[config.mk]
export PLATFORM = sky130hd
export DESIGN_NAME = cmp_search
export DESIGN_NICKNAME = d
export VERILOG_FILES = /design/src/rtl/cmp_search_pkg.sv /design/src/rtl/cmp_search_mid.sv /design/src/rtl/cmp_search.sv
export SDC_FILE = /design/constraint.sdc
export NUM_CORES = 1
export LEC_CHECK = 0
export ABC_AREA = 1
export BUFFER_PORTS_ARGS = -buffer_cell sky130_fd_sc_hd__buf_4
export CAP_MARGIN = 20
export CELL_PAD_IN_SITES_DETAIL_PLACEMENT = 0
export CELL_PAD_IN_SITES_GLOBAL_PLACEMENT = 1
export CORE_MARGIN = 5
export CORE_UTILIZATION = 44
export CTS_BUF_LIST = sky130_fd_sc_hd__clkbuf_2
export CTS_CLUSTER_SIZE = 12
export DETAILED_ROUTE_END_ITERATION = 6
export PLACE_DENSITY = 0.91
export SLEW_MARGIN = 5
export SYNTH_ARGS = -nofsm -noshare
export SYNTH_HDL_FRONTEND = slang
export SYNTH_SLANG_ARGS = --single-unit
[constraint.sdc]
create_clock -name clk -period 2.66 [get_ports clk]
set_input_delay 0.532 -clock clk [delete_from_list [all_inputs] [get_ports clk]]
set_output_delay 0.532 -clock clk [all_outputs]
set_load 0.01 [all_outputs]
[src/rtl/cmp_search_pkg.sv]
// Shared constants for the comparator-driven search family: default operand
// width, probe counter width and the search FSM state encoding.
package cmp_search_pkg;

  localparam int CMP_WIDTH = 4;
  localparam int PROBE_W   = 3;

  typedef enum logic [1:0] {
    ST_IDLE   = 2'd0,
    ST_SEARCH = 2'd1,
    ST_DONE   = 2'd2
  } state_e;

endpackage

[src/rtl/cmp_search_mid.sv]
// Midpoint of an inclusive [lo, hi] window; operands carry one guard bit so
// the sum cannot wrap.
module cmp_mid
  import cmp_search_pkg::*;
#(
  parameter int WIDTH = CMP_WIDTH
) (
  input  logic [WIDTH:0]   lo_i,
  input  logic [WIDTH:0]   hi_i,
  output logic [WIDTH-1:0] mid_o
);

  logic [WIDTH:0] sum;

  assign sum   = lo_i + hi_i;
  assign mid_o = WIDTH'(sum >> 1);

endmodule

[src/rtl/cmp_search.sv]
// Binary search of an unknown target driven by an external gt/eq/lt
// comparator that sees the registered guess.
//
// state  | meaning
// IDLE   | waiting for start after reset
// SEARCH | probing: one comparator response consumed per cycle
// DONE   | result/err/probes held until the next start
module cmp_search
  import cmp_search_pkg::*;
#(
  parameter int WIDTH = CMP_WIDTH
) (
  input  logic               clk,
  input  logic               rst_n,
  input  logic               start,
  input  logic               gt,
  input  logic               eq,
  input  logic               lt,
  output logic [WIDTH-1:0]   guess,
  output logic               busy,
  output logic               done,
  output logic [WIDTH-1:0]   result,
  output logic               err,
  output logic [PROBE_W-1:0] probes
);

  localparam logic [WIDTH:0] HI_INIT = (WIDTH+1)'((1 << WIDTH) - 1);
  localparam logic [WIDTH:0] ONE     = (WIDTH+1)'(1);

  state_e               state_q;
  logic [WIDTH:0]       lo_q, hi_q;
  logic [WIDTH-1:0]     guess_q, result_q;
  logic [PROBE_W-1:0]   probes_q;
  logic                 err_q, busy_q, done_q;

  logic [WIDTH:0]       guess_ext, lo_d, hi_d;
  logic [WIDTH-1:0]     mid;
  logic                 resp_ok;

  assign guess_ext = {1'b0, guess_q};
  assign resp_ok   = $onehot({gt, eq, lt});

  // Outside SEARCH the window is the full range, so the same midpoint unit
  // provides the first guess on start.
  always_comb begin
    lo_d = '0;
    hi_d = HI_INIT;
    if (state_q == ST_SEARCH) begin
      if (gt) begin
        lo_d = guess_ext + ONE;
        hi_d = hi_q;
      end else begin
        lo_d = lo_q;
        hi_d = guess_ext - ONE;
      end
    end
  end

  cmp_mid #(.WIDTH(WIDTH)) u_mid (
    .lo_i  (lo_d),
    .hi_i  (hi_d),
    .mid_o (mid)
  );

  always_ff @(posedge clk or negedge rst_n) begin
    if (!rst_n) begin
      state_q  <= ST_IDLE;
      lo_q     <= '0;
      hi_q     <= '0;
      guess_q  <= '0;
      result_q <= '0;
      probes_q <= '0;
      err_q    <= 1'b0;
      busy_q   <= 1'b0;
      done_q   <= 1'b0;
    end else begin
      case (state_q)
        ST_IDLE, ST_DONE: begin
          if (start) begin
            state_q  <= ST_SEARCH;
            lo_q     <= '0;
            hi_q     <= HI_INIT;
            guess_q  <= mid;
            probes_q <= '0;
            err_q    <= 1'b0;
            busy_q   <= 1'b1;
            done_q   <= 1'b0;
          end
        end
        ST_SEARCH: begin
          probes_q <= probes_q + PROBE_W'(1);
          if (!resp_ok || (gt && guess_ext == hi_q) || (lt && guess_ext == lo_q)) begin
            state_q <= ST_DONE;
            err_q   <= 1'b1;
            busy_q  <= 1'b0;
            done_q  <= 1'b1;
          end else if (eq) begin
            state_q  <= ST_DONE;
            result_q <= guess_q;
            busy_q   <= 1'b0;
            done_q   <= 1'b1;
          end else begin
            lo_q    <= lo_d;
            hi_q    <= hi_d;
            guess_q <= mid;
          end
        end
        default: begin
          state_q <= ST_IDLE;
          busy_q  <= 1'b0;
          done_q  <= 1'b0;
        end
      endcase
    end
  end

  assign guess  = guess_q;
  assign busy   = busy_q;
  assign done   = done_q;
  assign result = result_q;
  assign err    = err_q;
  assign probes = probes_q;

endmodule

Word-level counts from Yosys, hierarchy flattened

Cells that the tools add are included.

$add $sub $neg: 6
Eq/ne operators: 10
Multiplexer cells: 32
Bitwise operators: 1
Reductions and logical operators: 13

Operators with widths:

| kind                  | count |
|---|---|
| $mux W5               | 10 |
| $pmux W5 S2           | 2 |
| $mux W4               | 3 |
| $eq A4 B5 Y1          | 2 |
| $pmux W4 S2           | 1 |
| $mux W1               | 7 |
| $mux W2               | 3 |
| $ne A2 B2 Y1 const B  | 3 |
| $pmux W1 S2           | 3 |
| $pmux W3 S2           | 1 |
| $reduce_and A3 Y1     | 2 |
| $add A4 B1 Y5 const B | 1 |
| $add A5 B5 Y5         | 1 |
| $sub A4 B1 Y5 const B | 1 |
| $eq A2 B1 Y1 const B  | 2 |
| $pmux W2 S2           | 1 |
| $reduce_and A2 Y1     | 2 |
| $reduce_and A4 Y1     | 1 |
| $add A3 B1 Y3 const B | 1 |
| $mux W3               | 1 |
| $ne A3 B2 Y1 const B  | 1 |
| $add A1 B1 Y2         | 1 |
| $add A2 B1 Y2         | 1 |
| $eq A2 B2 Y1 const B  | 1 |
| other kinds (8)       | 10 |

Register bits after elaboration: 26
Input bits: 6
Output and inout bits: 14
Logic and storage cells: 71

Depth between registers and ports, before layout

Gate-level depths: netlist (run 1).

Word-level depth: 8
Depth in mapped cells: 16

Hierarchy

Synthesis (run 1) repeated with hierarchy kept, for this count alone.

Cells, all modules: 238
Area total of the unflattened synthesis: 1,691.6 µm²

By module, submodules not included:

| module     | instances | cells each | area each (µm²) | sequential area each (µm²) |
|---|---|---|---|---|
| cmp_search | 1         | 204        | 1,510.2         | 625.6 |
| cmp_mid    | 1         | 34         | 181.4           | 0.0 |

Least setup slack after synthesis (run 1)

OpenSTA, ideal clock, no wires.

Kind: register to register
From: register guess_q[1] (netlist: guess[1])
To: register guess_q[3] (netlist: guess[3])
Library setup time: 0.116 ns
Data arrival time: 2.305 ns
Required time: 2.544 ns
Slack: 0.239 ns
Stages on the path, launching flop included: 12
Path buffers: 0
Cell sequence: dfrtp_1 inv_2 ha_1 nor2_1 nor3_1 inv_1 fa_1 o31ai_1 nand3b_1 nand2_1 nand2_2 nand2_1

Cells in the longest elaborated chain, start to end: 7

RTL lines:

| what                                           | line                               | text |
|---|---|---|
| from (decl)                                    | cmp_search.sv:32                   | `logic [WIDTH-1:0] guess_q, result_q;` |
| from (signal assigned)                         | cmp_search.sv:83                   | `guess_q <= mid;` |
| from (signal assigned)                         | cmp_search.sv:105                  | `guess_q <= mid;` |
| $add A4 B1 Y5 or $sub A4 B1 Y5 (tied branches) | cmp_search.sv:50, cmp_search.sv:54 |  |
| $mux W5                                        | cmp_search.sv:49                   | `if (gt) begin` |
| $mux W5                                        | cmp_search.sv:48                   | `if (state_q == ST_SEARCH) begin` |
| $add A5 B5 Y5                                  | cmp_search_mid.sv:15               | `assign sum = lo_i + hi_i;` |
| $mux W4                                        | cmp_search.sv:97                   | `end else if (eq) begin` |
| $mux W4                                        | cmp_search.sv:92                   | `if (!resp_ok \|\| (gt && guess_ext == hi_q) \|\| (lt && guess_ext == lo_q)) begin` |
| $pmux W4 S2                                    | cmp_search.sv:77                   | `case (state_q)` |

Several ways; a longest one is shown, not always the timed one. The select of a mux whose other input is x is not followed.
A chain may end at the register's enable or synchronous reset.

Worst setup path after layout (run 1)

Same ends and word-level chain as after synthesis.

==> run metrics, run 1 <==
antenna violations before repair 0; Hold WS about 0.43 ns; Worst-path clk slew 0.27 ns; Worst-Skew Late Latency 0.37 ns; Post CTS Setup Buffer Count 0; placed cell area 1960 µm²; setup total negative slack 0 ns; Synth Net Count 259; layout cells sized above 1 between 20% and 30%; Pre-Repair DR Iteration Count 5; final hold vios 0; most frequent cells in the layout nand2_1 (68), inv_1 (29), buf_4 (28), dfrtp_1 (25), nand3_1 (23); Max Root-Sink Buffers 2; met3 Use GR about 1.9%; clock root buffer clkbuf_2; Final nets about 280; Clock Skews 0.00677 ns; Sink Count 25; ANT cells 0; detailed-route via count 1,607; GRT Util Overall 17.1%; Starting Density ~45%; Die Y 73.3 µm; Vias/cell about 5.1; GRT met1 Usage roughly 25%; met2 Resource Use GR about a quarter; most used routing layer met2; DRC errors left 0; post-synthesis cell count between 200 and 250; Hold Crit Class in2reg; Synth Cell Area approximately 1800 µm²; arrival time at the worst endpoint roughly 2.7 ns; worst path cell trace inv_2 -> ha_1 -> nor2_1 -> nor3_1 -> inv_1 -> fa_1 -> o31ai_1 -> nand3b_1 -> nand2_1 -> nand2_2 -> nand2_1; most common cell after layout, fill and taps aside nand2_1; routed len/inst 13.4 µm; Yosys cell types 30; Core ar. ~3900 µm²; largest net degree at the start of global routing 26; f_max 423 MHz; Pleak ~1.1 nW; FP Rows 23; # port buffers 19; vias in the first global route between 1,000 and 1,500; total wire length between 4 and 5 mm; worst slew margin relative to its limit a little under three quarters; H-tree levels 1; status finished, final reports clean; Pins Over Slew Limit 0; startpoint types register; CP delay by family, top adder cells; max incr delay on CP 0.47 ns; slowest CP cell dfrtp_1; final global-route overflow total 0; Area Growth Syn to Fin 12.9%; # fillers roughly 410; cell area after layout approximately 2000 µm²; Ys Warns 0; ys async rst share 100%; max_cap viols 0; CTS tree yes; endpoints failing setup 0; Reg area between 600 and 700 µm²; power per cell area between 800 and 900 nW/µm²; die width around 73 µm; most used flip-flop cell after synthesis dfrtp_1; Post-synth EDFFs 0; area of the multi-input gates just over 900 µm²; CP required roughly 3 ns; total die area approximately 5400 µm²; register area share after synthesis 35.5%; most used cell, CP nand2_1; Final period util 88.8%; Worst Tran Pin Value around 0.43 ns; first-pass GRT wire length 7.16 mm; RSZ-0062 raised after global routing no; critical path type reg2reg; CTS buffer count 3; Peak VDD IR about 0.29 mV; Iteration-0 DRC Markers 111; RePlAce Congestion a little over 0.8; syn avg cell area 7.20 µm²; post-DP HPWL roughly 3.2 mm; crit path max fanout 5; crit end category register; buffer and inverter count on the worst path 2; post-route ant nets 0; number of synthesized register bits 25; min cycle time layout ~2.4 ns; I/O pin total 20
-- worst register-to-register path, cell delays in order (launching register included) --
cell	delay, ns
dfrtp_1	0.47
inv_2	0.09
ha_1	0.30
nor2_1	0.05
nor3_1	0.22
inv_1	0.10
fa_1	0.47
o31ai_1	0.30
nand3b_1	0.15
nand2_1	0.06
nand2_2	0.06
nand2_1	0.05
-- metal layers --
metal  up-vias  part of all wire, %  wire length [µm]
met5         -                    0                 0
met4         0                  3.2               136
met3        11                  4.3               184
met2        31                   46              1930
met1       747                   47              1990
li1        818                    -                 -
-- cell families after synthesis --
logic type               share of synthesized area, %
buffers and inverters                            11.6
adder cells (fa/ha/maj)                          6.52
XOR/XNOR                                         1.49
flip-flops                                       35.5
AO/OA/AOI/OAI                                    6.81
AND/OR/NAND/NOR                                  38.2
-- cell type report --
cell class | instances | area share [%]
clock inverters | 1 | 0.377
well taps | 50 | 3.14
repair buffers | 29 | 11.1
multi-input cells | 176 | 46.9
flip-flops and latches | 25 | 31.4
inverters | 33 | 6.34
clock buffers | 3 | 0.754
-- synthesized netlist by cell type (4+ instances only) --
cell	count	area share, %
buf_2	5	1.4
nand2_2	14	5.0
inv_1	29	6.2
a21oi_1	10	2.8
nand4_1	4	1.4
ha_1	6	4.3
nor2_1	20	4.3
nand2_1	68	14
nand3_1	23	6.5
o21ai_0	7	2.0
dfrtp_1	25	35
-- flip-flops by register name, summed over array words and instances, names as in the netlist --
name,flops
lo_q,5
err,1
probes,3
result,4
hi_q,5
state_q,2
guess,4
busy,1
-- final timing paths --
kind | start | to | slack, ns | cells after the start
worst max-delay path | guess[1]$_DFFE_PN0P_ | guess[3]$_DFFE_PN0P_ | 0.30 | 11
worst min-delay path | eq | result[3]$_DFFE_PN0P_ | 0.43 | 3
worst max register to register | guess[1]$_DFFE_PN0P_ | guess[3]$_DFFE_PN0P_ | 0.30 | 11
worst min register to register | probes[2]$_DFFE_PN0P_ | probes[2]$_DFFE_PN0P_ | 0.49 | 1
max in group asynchronous | rst_n | hi_q[1]$_DFFE_PN0P_ | 1.88 | 2
min in group asynchronous | rst_n | guess[1]$_DFFE_PN0P_ | 0.54 | 2
-- through the flow --
stage	setup WS (ns)	power (mW)	util, %	std cells
floorplan	0.239	1.22	-	245
global route	0.0997	1.82	50.5	317
finish	0.298	1.67	50.5	317
global placement	0.330	1.51	49.7	312
detailed placement	0.310	1.52	49.7	312
CTS	0.304	1.68	50.3	316
-- where the power goes --
| part | leakage (nW) | switching [mW] | internal, mW | total, mW |
|---|---|---|---|---|
| logic | 0.769 | 0.492 | 0.379 | 0.871 |
| registers | 0.317 | 0.142 | 0.492 | 0.634 |
| clock network | 0.0126 | 0.131 | 0.0348 | 0.166 |
| total | 1.10 | 0.765 | 0.905 | 1.67 |
-- timing repair --
item	in CTS	in global routing
gates resized for setup	0	0
hold buffers	0	1
hold endpoints to repair	0	15
Note: power is estimated with default switching activity, not from simulation.
==> inputs of run 2 (changes only) <==
Settings changed: PLACE_DENSITY 0.91 to not set, PLACE_DENSITY_LB_ADDON set to 0.15.
==> run 2 against run 1 <==
Highest routed layer unchanged. Setup slack better by 0.0079 ns. Die area unchanged. Combinational power down 1%. Largest cell class unchanged. Register-to-register slack hardly changed. Core utilization down 0.19 points. Clock-buffer cell count did not move. Power decreased by 0.76%. Sequential share of layout area is 0.12 points higher. Via count decreased by 2.0%. Wire length down 2.1%.
==> run metrics, run 2 (synthesis results as in run 1) <==
CP required 2.97 ns (about the same); Reg area 626 µm² (unchanged); I/O pin total 20 (unchanged); f_max 425 MHz (+0.33%); Core ar. 3940 µm² (unchanged); arrival time at the worst endpoint 2.67 ns (about the same); status finished, final reports clean; Pleak 1.09 nW (-0.44%); DRC errors left 0 (unchanged); Starting Density 44.7% (unchanged); Worst-path clk slew 0.27 ns (about the same); ANT cells 0 (unchanged); setup total negative slack 0 ns (unchanged); Worst Reg-to-Reg Cells 12 (+1); post-route ant nets 0 (unchanged); most common cell after layout, fill and taps aside nand2_1; reg2reg end guess[3]$_DFFE_PN0P_; endpoints failing setup 0 (unchanged); Pre-Repair DR Iteration Count 4 (-1); met3 wire length 165 µm (-10%); power per cell area 835 nW/µm² (-0.39%); die width 73.3 µm (unchanged); Worst R2R Start guess[1]$_DFFE_PN0P_; largest net degree at the start of global routing 26 (unchanged); antenna violations before repair 0 (unchanged); crit path max fanout 5 (unchanged); max incr delay on CP 0.49 ns (+0.02 ns); first-pass GRT wire length 6.96 mm (-2.8%); worst slew margin relative to its limit 68.2% (-3.1 points); post-DP HPWL 3.11 mm (-3.0%); final global-route overflow total 0 (unchanged); startpoint types register; Max Root-Sink Buffers 2 (unchanged); total die area 5380 µm² (unchanged); CTS buffer count 3 (unchanged); Area Growth Syn to Fin 12.5%; Worst-Skew Late Latency 0.37 ns (about the same); most frequent cells in the layout nand2_1 (68), inv_1 (29), buf_4 (27), dfrtp_1 (25), nand3_1 (23); Final nets 281 (-0.35%); met2 WL post-DR 1.91 mm (-1.2%); crit end category register; Die Y 73.3 µm (unchanged); Worst Tran Pin Value 0.477 ns (+0.0457 ns); Power, Total 1.66 mW (-0.76%); # port buffers 19 (unchanged); # fillers 411 (+1.5%); worst path cell trace buf_4 -> ha_1 -> xor2_1 -> o21ai_0 -> inv_1 -> ha_1 -> inv_1 -> o31ai_1 -> nand3b_1 -> nand2_1 -> nand2_2 -> nand2_1; biggest regs hi_q: 5 flops, lo_q: 5 flops; layout cells sized above 1 21.4% (-0.29 points); vias in the first global route 1,423 (-3.3%); RSZ-0062 raised after global routing no; Setup crit start guess[1]$_DFFE_PN0P_; slowest CP cell dfrtp_1; area of the multi-input gates 935 µm² (unchanged); uppermost layer routed met4; Final period util 88.5% (-0.30 points); cell area after layout 1980 µm² (-0.38%); Post CTS Setup Buffer Count 0 (unchanged); min cycle time layout 2.35 ns (-0.00788 ns); Clock Skews 0.00224 ns (-0.00452 ns); Pins Over Slew Limit 0 (unchanged); H-tree levels 1 (unchanged); placed cell area 1950 µm² (-0.38%); detailed-route via count 1,575 (-2.0%); FP Rows 23 (unchanged); max_cap viols 0 (unchanged); RePlAce Congestion 0.817 (-0.51%); hold_buf cts 0 (unchanged); CTS tree yes; final hold vios 0 (unchanged); Hold Crit Class in2reg; Peak VDD IR 0.400 mV (+38%); Finished Layout Cells 316 (-0.32%); Sink Count 25 (unchanged); GRT Util Overall 17.0% (-0.12 points); met1 WL 2.04 mm (+2.5%); PostCTS Resize Cnt 0 (unchanged); clock root buffer clkbuf_2; CP Capture Point guess[3]$_DFFE_PN0P_; Worst R2R Setup Slack 0.31 ns (about the same); routed len/inst 13.1 µm (-1.8%); Placed Instances 311 (-0.32%); total wire length 4.15 mm (-2.1%); Hold WS 0.424 ns (-0.00635 ns); Iteration-0 DRC Markers 93 (-16%); Vias/cell 4.98 (-1.7%); critical path type reg2reg
[run 2: worst min-delay path by stage]
stage,start,end,slack (ns),depth (start not counted)
finish,eq,result[3]$_DFFE_PN0P_,0.42,3
detailed placement,rst_n,guess[3]$_DFFE_PN0P_,0.46,1
global route,eq,result[3]$_DFFE_PN0P_,0.40,3
floorplan,rst_n,busy$_DFFE_PN0P_,0.24,0
global placement,probes[2]$_DFFE_PN0P_,probes[2]$_DFFE_PN0P_,0.45,1
CTS,rst_n,hi_q[1]$_DFFE_PN0P_,0.006,1
[run 2: worst max-delay path, delay by kind of cell, from the launching register on]
kind            cells  cell delay, ns
buf+inv             3            0.32
xor+xnor            1            0.16
simple gates        4            0.32
flops               1            0.49
compound gates      2            0.45
fa+ha+maj           2            0.57
[run 2: power by group]
| part | internal [mW] | switching, mW |
|---|---|---|
| sequential | 0.492 | 0.141 |
| clock | 0.0348 | 0.132 |
| combinational | 0.372 | 0.485 |
[run 2: final cells by class]
cell class	instances	share of cell area, %
clock buffers	3	0.757
clock inverters	1	0.378
inverters	33	6.37
multi-input cells	176	47.1
flip-flops and latches	25	31.5
well taps	50	3.15
repair buffers	28	10.7
[run 2: metal layers]
layer | track usage (%) | vias to the layer above
met1 | 24.2 | 736
li1 | - | 814
met5 | 0 | -
met2 | 26.8 | 21
met4 | 4.23 | 0
met3 | 2.87 | 4
[run 2: metrics by stage]
stage,util [%],setup WS (ns)
finish,50.3,0.306
global route,50.3,0.0426
CTS,50.1,0.286
detailed placement,49.5,0.287
global placement,49.5,0.301
floorplan,-,0.239
